**config.mk**
```make
export PLATFORM = sky130hd
export DESIGN_NAME = puf_resp_reader
export DESIGN_NICKNAME = d
export VERILOG_FILES = /design/src/rtl/puf_pkg.sv /design/src/rtl/puf_phase_timer.sv /design/src/rtl/puf_resp_reader.sv
export SDC_FILE = /design/constraint.sdc
export NUM_CORES = 1
export LEC_CHECK = 0
export BUFFER_PORTS_ARGS = -buffer_cell sky130_fd_sc_hd__buf_2
export CAP_MARGIN = 5
export CORE_MARGIN = 2
export CORE_UTILIZATION = 25
export CTS_BUF_LIST = sky130_fd_sc_hd__clkbuf_16
export DETAILED_ROUTE_END_ITERATION = 8
export PLACE_DENSITY = 0.47
export SLEW_MARGIN = 25
export SYNTH_ARGS = -nofsm -noshare
export SYNTH_HDL_FRONTEND = slang
export SYNTH_SLANG_ARGS = --single-unit
export TNS_END_PERCENT = 20
```
**constraint.sdc**
```tcl
create_clock -name clk -period 3.7 [get_ports clk]
set_input_delay 0.74 -clock clk [delete_from_list [all_inputs] [get_ports clk]]
set_output_delay 0.74 -clock clk [all_outputs]
set_load 0.1 [all_outputs]
```
**src/rtl/puf_pkg.sv**
```systemverilog
// Shared state encoding and default sizes for the ring-oscillator PUF response reader.
// Feature switch PUF_MAJ_VOTE_EN adds the per-bit vote count.
package puf_pkg;

    typedef enum logic [2:0] {
        IDLE,
        CLEAR,
        RUN,
        SETTLE,
        COMPARE,
        DONE
    } puf_state_e;

    localparam int CHAL_W_DEF    = 5;
    localparam int CNT_W_DEF     = 32;
    localparam int RESP_BITS_DEF = 8;

`ifdef PUF_MAJ_VOTE_EN
    localparam int VOTES = 3;
`endif

endpackage

```
**src/rtl/puf_phase_timer.sv**
```systemverilog
// Loadable down-counter timing one measurement phase; a phase of N cycles is loaded with N-1.
// done_o is high while the count sits at zero; load_i takes priority over counting.
module puf_phase_timer #(
    parameter int W = 11
) (
    input  logic         clk,
    input  logic         rst_n,
    input  logic         load_i,
    input  logic [W-1:0] load_val_i,
    output logic         done_o
);

    logic [W-1:0] cnt_q;

    always_ff @(posedge clk or posedge rst_n) begin
        if (rst_n) begin
            cnt_q <= '0;
        end else if (load_i) begin
            cnt_q <= load_val_i;
        end else if (cnt_q != '0) begin
            cnt_q <= cnt_q - W'(1);
        end
    end

    assign done_o = (cnt_q == '0);

endmodule

```
**src/rtl/puf_resp_reader.sv**
```systemverilog
// PUF measurement sequencer: clear/run/settle/compare per bit, RESP_BITS*T+1 cycles to resp_valid
// (3x per bit when PUF_MAJ_VOTE_EN is defined); resp is held under valid/ready until accepted.
module puf_resp_reader
    import puf_pkg::*;
#(
    parameter int CNT_W      = CNT_W_DEF,
    parameter int CHAL_W     = CHAL_W_DEF,
    parameter int RESP_BITS  = RESP_BITS_DEF,
    parameter int WIN_CYC    = 1024,
    parameter int SETTLE_CYC = 4,
    parameter int CLR_CYC    = 2
) (
    input  logic                 clk,
    input  logic                 rst_n,
    input  logic                 start,
    input  logic [CHAL_W-1:0]    chal_a_base,
    input  logic [CHAL_W-1:0]    chal_b_base,
    input  logic [CNT_W-1:0]     count_a,
    input  logic [CNT_W-1:0]     count_b,
    output logic                 osc_en,
    output logic                 cnt_clr,
    output logic [CHAL_W-1:0]    chal_a,
    output logic [CHAL_W-1:0]    chal_b,
    output logic                 busy,
    output logic [RESP_BITS-1:0] resp,
    output logic                 resp_valid,
    input  logic                 resp_ready,
    output logic                 tie
);

    localparam int MAX_CYC = (WIN_CYC > CLR_CYC)
                           ? ((WIN_CYC > SETTLE_CYC) ? WIN_CYC : SETTLE_CYC)
                           : ((CLR_CYC > SETTLE_CYC) ? CLR_CYC : SETTLE_CYC);
    localparam int TMR_W = $clog2(MAX_CYC + 1);
    localparam int IDX_W = (RESP_BITS > 1) ? $clog2(RESP_BITS) : 1;

    localparam logic [TMR_W-1:0] CLR_LD   = TMR_W'(CLR_CYC - 1);
    localparam logic [TMR_W-1:0] WIN_LD   = TMR_W'(WIN_CYC - 1);
    localparam logic [TMR_W-1:0] SET_LD   = TMR_W'(SETTLE_CYC - 1);
    localparam logic [IDX_W-1:0] LAST_IDX = IDX_W'(RESP_BITS - 1);

    puf_state_e           state_q, state_d;
    logic [IDX_W-1:0]     bit_q, bit_d;
    logic [CHAL_W-1:0]    base_a_q, base_a_d, base_b_q, base_b_d;
    logic [CHAL_W-1:0]    chal_a_q, chal_a_d, chal_b_q, chal_b_d;
    logic [RESP_BITS-1:0] resp_q, resp_d;
    logic                 busy_q, busy_d, resp_valid_q, resp_valid_d, tie_q, tie_d;
    logic                 osc_en_q, cnt_clr_q;
    logic                 tmr_load, tmr_done;
    logic [TMR_W-1:0]     tmr_ld_val;
    logic                 gt, eq, last_meas, meas_bit;

    assign gt = (count_a > count_b);
    assign eq = (count_a == count_b);

`ifdef PUF_MAJ_VOTE_EN
    // Same challenge pair is measured VOTES times; the bit is the majority of the outcomes.
    logic [1:0] vote_q, vote_d, ones_q, ones_d;

    assign last_meas = (vote_q == 2'(VOTES - 1));
    assign meas_bit  = ((ones_q + {1'b0, gt}) >= 2'd2);

    always_comb begin
        vote_d = vote_q;
        ones_d = ones_q;
        if (state_q == COMPARE) begin
            if (last_meas) begin
                vote_d = '0;
                ones_d = '0;
            end else begin
                vote_d = vote_q + 2'd1;
                ones_d = ones_q + {1'b0, gt};
            end
        end
    end

    always_ff @(posedge clk or posedge rst_n) begin
        if (rst_n) begin
            vote_q <= '0;
            ones_q <= '0;
        end else begin
            vote_q <= vote_d;
            ones_q <= ones_d;
        end
    end
`else
    assign last_meas = 1'b1;
    assign meas_bit  = gt;
`endif

    always_comb begin
        state_d      = state_q;
        bit_d        = bit_q;
        base_a_d     = base_a_q;
        base_b_d     = base_b_q;
        resp_d       = resp_q;
        busy_d       = busy_q;
        resp_valid_d = resp_valid_q;
        tie_d        = tie_q;
        tmr_load     = 1'b0;
        tmr_ld_val   = CLR_LD;

        case (state_q)
            IDLE: begin
                if (start) begin
                    state_d  = CLEAR;
                    base_a_d = chal_a_base;
                    base_b_d = chal_b_base;
                    bit_d    = '0;
                    resp_d   = '0;
                    tie_d    = 1'b0;
                    busy_d   = 1'b1;
                    tmr_load = 1'b1;
                end
            end
            CLEAR: begin
                if (tmr_done) begin
                    state_d    = RUN;
                    tmr_load   = 1'b1;
                    tmr_ld_val = WIN_LD;
                end
            end
            RUN: begin
                if (tmr_done) begin
                    state_d    = SETTLE;
                    tmr_load   = 1'b1;
                    tmr_ld_val = SET_LD;
                end
            end
            SETTLE: begin
                if (tmr_done) begin
                    state_d = COMPARE;
                end
            end
            COMPARE: begin
                tie_d    = tie_q | eq;
                state_d  = CLEAR;
                tmr_load = 1'b1;
                if (last_meas) begin
                    resp_d[bit_q] = meas_bit;
                    if (bit_q == LAST_IDX) begin
                        state_d  = DONE;
                        tmr_load = 1'b0;
                    end else begin
                        bit_d = bit_q + IDX_W'(1);
                    end
                end
            end
            DONE: begin
                resp_valid_d = 1'b1;
                if (resp_valid_q && resp_ready) begin
                    state_d      = IDLE;
                    resp_valid_d = 1'b0;
                    busy_d       = 1'b0;
                end
            end
            default: begin
                state_d = IDLE;
            end
        endcase

        // Challenges only move on entry to CLEAR, so they are frozen while the oscillators run.
        chal_a_d = chal_a_q;
        chal_b_d = chal_b_q;
        if (state_d == CLEAR) begin
            chal_a_d = base_a_d + CHAL_W'(bit_d);
            chal_b_d = base_b_d + CHAL_W'(bit_d);
        end
    end

    puf_phase_timer #(
        .W (TMR_W)
    ) u_timer (
        .clk        (clk),
        .rst_n      (rst_n),
        .load_i     (tmr_load),
        .load_val_i (tmr_ld_val),
        .done_o     (tmr_done)
    );

    always_ff @(posedge clk or posedge rst_n) begin
        if (rst_n) begin
            state_q      <= IDLE;
            bit_q        <= '0;
            base_a_q     <= '0;
            base_b_q     <= '0;
            chal_a_q     <= '0;
            chal_b_q     <= '0;
            resp_q       <= '0;
            busy_q       <= 1'b0;
            resp_valid_q <= 1'b0;
            tie_q        <= 1'b0;
            osc_en_q     <= 1'b0;
            cnt_clr_q    <= 1'b1;
        end else begin
            state_q      <= state_d;
            bit_q        <= bit_d;
            base_a_q     <= base_a_d;
            base_b_q     <= base_b_d;
            chal_a_q     <= chal_a_d;
            chal_b_q     <= chal_b_d;
            resp_q       <= resp_d;
            busy_q       <= busy_d;
            resp_valid_q <= resp_valid_d;
            tie_q        <= tie_d;
            osc_en_q     <= (state_d == RUN);
            cnt_clr_q    <= (state_d == CLEAR);
        end
    end

    assign osc_en     = osc_en_q;
    assign cnt_clr    = cnt_clr_q;
    assign chal_a     = chal_a_q;
    assign chal_b     = chal_b_q;
    assign busy       = busy_q;
    assign resp       = resp_q;
    assign resp_valid = resp_valid_q;
    assign tie        = tie_q;

endmodule

```
==> flow_summary.toml <==
[status]
status = "completed"

[power]
ir_drop_mv = 0.408
p_leak_nw = 2.16
power.density_nw_per_um2 = 544

[grt]
antenna_found_initial = 0
grt_pass1_vias = 2862
grt_remaining_overflow = 0
grt_first_pass_wirelength_um = 13300
grt_use_met2 = 0.193
grt_util_met1 = 0.147
grt_max_degree = 41
grtUsageMet3 = 0.0198
track_usage = 0.112
top_usage_layer = "met2"

[logic_synthesis]
synth.largest_area_cell = "dfrtp_1"
syn_area_um2 = 3380
syn_inst = 356
synth_edf_count = 0
synth_cell_type_count = 45
synthFlopType = "dfrtp_1"
synth_most_common_cell = "dfrtp_1"
synth_fa_ha_area_frac = 0.160
synth_nets = 476
ys_seq_area_frac = 0.370
synthMuxAreaShare = 0.0984
synth_top_area_share = 0.362
synth_top_family_by_area = "adder cells"
synthXorXnorAreaFrac = 0.0362
yosys.area_share.simple = 0.157
synth_compound_area_frac = 0.118
synth_seq_cells = 50
synth_warnings = 0
synth_common_cells = "dfrtp_1, ha_1, inv_1"
ys_async_sr_fraction = 1.00
synthTopCellsByArea = "dfrtp_1, ha_1, mux2_2"
synth.avg_cell_area_um2 = 9.50

[drt]
dr.first_iter.drc_count = 61
drc_errors = 0
final_antenna_net_count = 0
first_pass_iters = 4
avgRoutedWirePerCell_um = 12.5
num_vias = 2835
routed_wl_um = 7930
vias_per_cell = 4.47

[critical_path]
r2r_slack_ns = 0.84
cp_max_fo = 15
r2r-end = "chal_a[3]"
worst_setup_path_end_kind = "flip-flop"
rr_worst_depth = 9
critical_path_required_ns = 3.87
crit_arrival_ns = 3.07
start_kind = "input port"
timing.rr.start = "state_q[1]"
setup.worst_path.class = "in2reg"

[clocking]
clk_path_buf_depth = 2
cts_setup_buffers = 0
cts_tree = "built"
h-tree-depth = 2
root_buffer = "clkbuf_16"
cts_buffers = 5
clock_sinks = 50
ctsResizeCount = 0
worstSkewPairLatency_ns = 0.29
hold_buffers = 0
clk_pin_slew_ns = 0.06

[floorplanning]
die_w_um = 120
start_util = 0.255
die_h_um = 120
num_rows = 42
die-area_um2 = 14500
pin_count = 101
core_area_um2 = 13200

[sta]
slew_headroom = 0.418
max_slew.worst_pin.slew_ns = 0.871
fmax_mhz = 345
fin_worst_skew_ns = 0.00621
layout_setup_ws_ns = 0.803
setup-tns-final_ns = 0
fin_crit_ns = 2.90
hold_violations = 0
grt_setup_unrepaired = "false"
post-route-period-util = 0.783
slew_violations = 0
holdWs_ns = 0.492
setup_viol = 0

[place]
dpl_cell_area_um2 = 4100
dp_cells = 626
portBuffers = 100
hpwlAfterDp_um = 6310
place_congestion = 0.817
pre_cts_ws_ns = 0.466

[job]
maxCapViolations = 0

[layout]
fin_area_um2 = 4250
antenna_cells = 0
fillers = 1402
multi_input_area_um2 = 1940
area_growth_pct = 25.5
final-seq-area_um2 = 1250
final_cells = 634
drive_gt1_frac = 0.303
nets = 577

[hold_path]
min_path_type = "reg2reg"
min_from = "busy"
whs_endpoint = "busy"
hold_depth = 2
flip-flops by register name, summed over array words and instances, names as in the netlist, 3 cells and up:
signal	count
base_a_q	5
chal_b	5
state_q	3
chal_a	5
base_b_q	5
bit_q	3
u_timer.cnt_q	11
resp	8
worst max-delay path by stage:
stage | start | to | slack, ns | cells past startpoint
2_1_floorplan | start | chal_a[4] | 0.41 | 10
3_3_place_gp | start | chal_a[3] | 0.58 | 10
3_5_place_dp | start | chal_a[3] | 0.47 | 10
4_1_cts | start | chal_a[3] | 0.77 | 10
5_1_grt | state_q[1] | chal_b[3] | 0.58 | 9
6_report | start | chal_a[3] | 0.80 | 10
report_power, final:
group	switching, W	total (W)	internal (W)	leakage, nW
Combinational	0.000743	0.00105	0.000308	1.48
Sequential	0.000113	0.000813	0.000700	0.613
Clock	0.000200	0.000447	0.000247	0.0672
stage by stage:
stage | power [W] | utilization
floorplan | 0.00166 | -
global placement | 0.00188 | 0.310
detailed placement | 0.00188 | 0.310
CTS | 0.00234 | 0.321
global route | 0.00246 | 0.321
finish | 0.00231 | 0.321
layout make-up:
type,instances,area share
timing repair buffer,106,0.128
clock buffer,5,0.0295
clock inverter,3,0.00383
tap,176,0.0519
multi-input combinational,254,0.456
inverter,40,0.0354
sequential,50,0.295
routing by layer:
metal  vias to the layer above  share of wire
met5                         -              0
met4                         0         0.0084
met3                         5          0.038
met2                        49           0.47
met1                      1325           0.48
li1                       1456              -
worst max-delay path, cell delays in order:
cell	delay [ns]
buf_2	0.12
nor4b_2	0.15
buf_4	0.22
nand2b_1	0.15
o21ai_0	0.64
ha_1	0.36
a21o_1	0.16
a21oi_1	0.18
xor2_1	0.09
mux2_2	0.26
placed cells by master (no fill, tap or decap), types with 2 or more instances in the layout:
cell / instances
buf_2: 100
a21oi_1: 24
mux2i_1: 13
nand4_1: 8
nor2_1: 15
or2_2: 2
a31oi_1: 4
mux2_2: 18
or3_1: 3
nor4_1: 6
a21o_1: 5
fa_1: 2
nand3_1: 11
dfrtp_1: 49
nor3_1: 12
nand2b_1: 2
xor2_1: 6
buf_4: 6
o21ai_0: 16
ha_1: 40
inv_1: 39
nor2b_1: 13
a211oi_1: 2
o21a_1: 2
nand2_1: 22
xnor2_1: 8
or4_1: 2
clkbuf_16: 5
a22o_1: 2
cell families after synthesis:
logic type	count (synthesis)
mux	31
fa+ha+maj	42
simple gates	102
compound gates	65
buf+inv	52
xor+xnor	14
flops	50
Note: power is estimated with default switching activity, not from simulation.
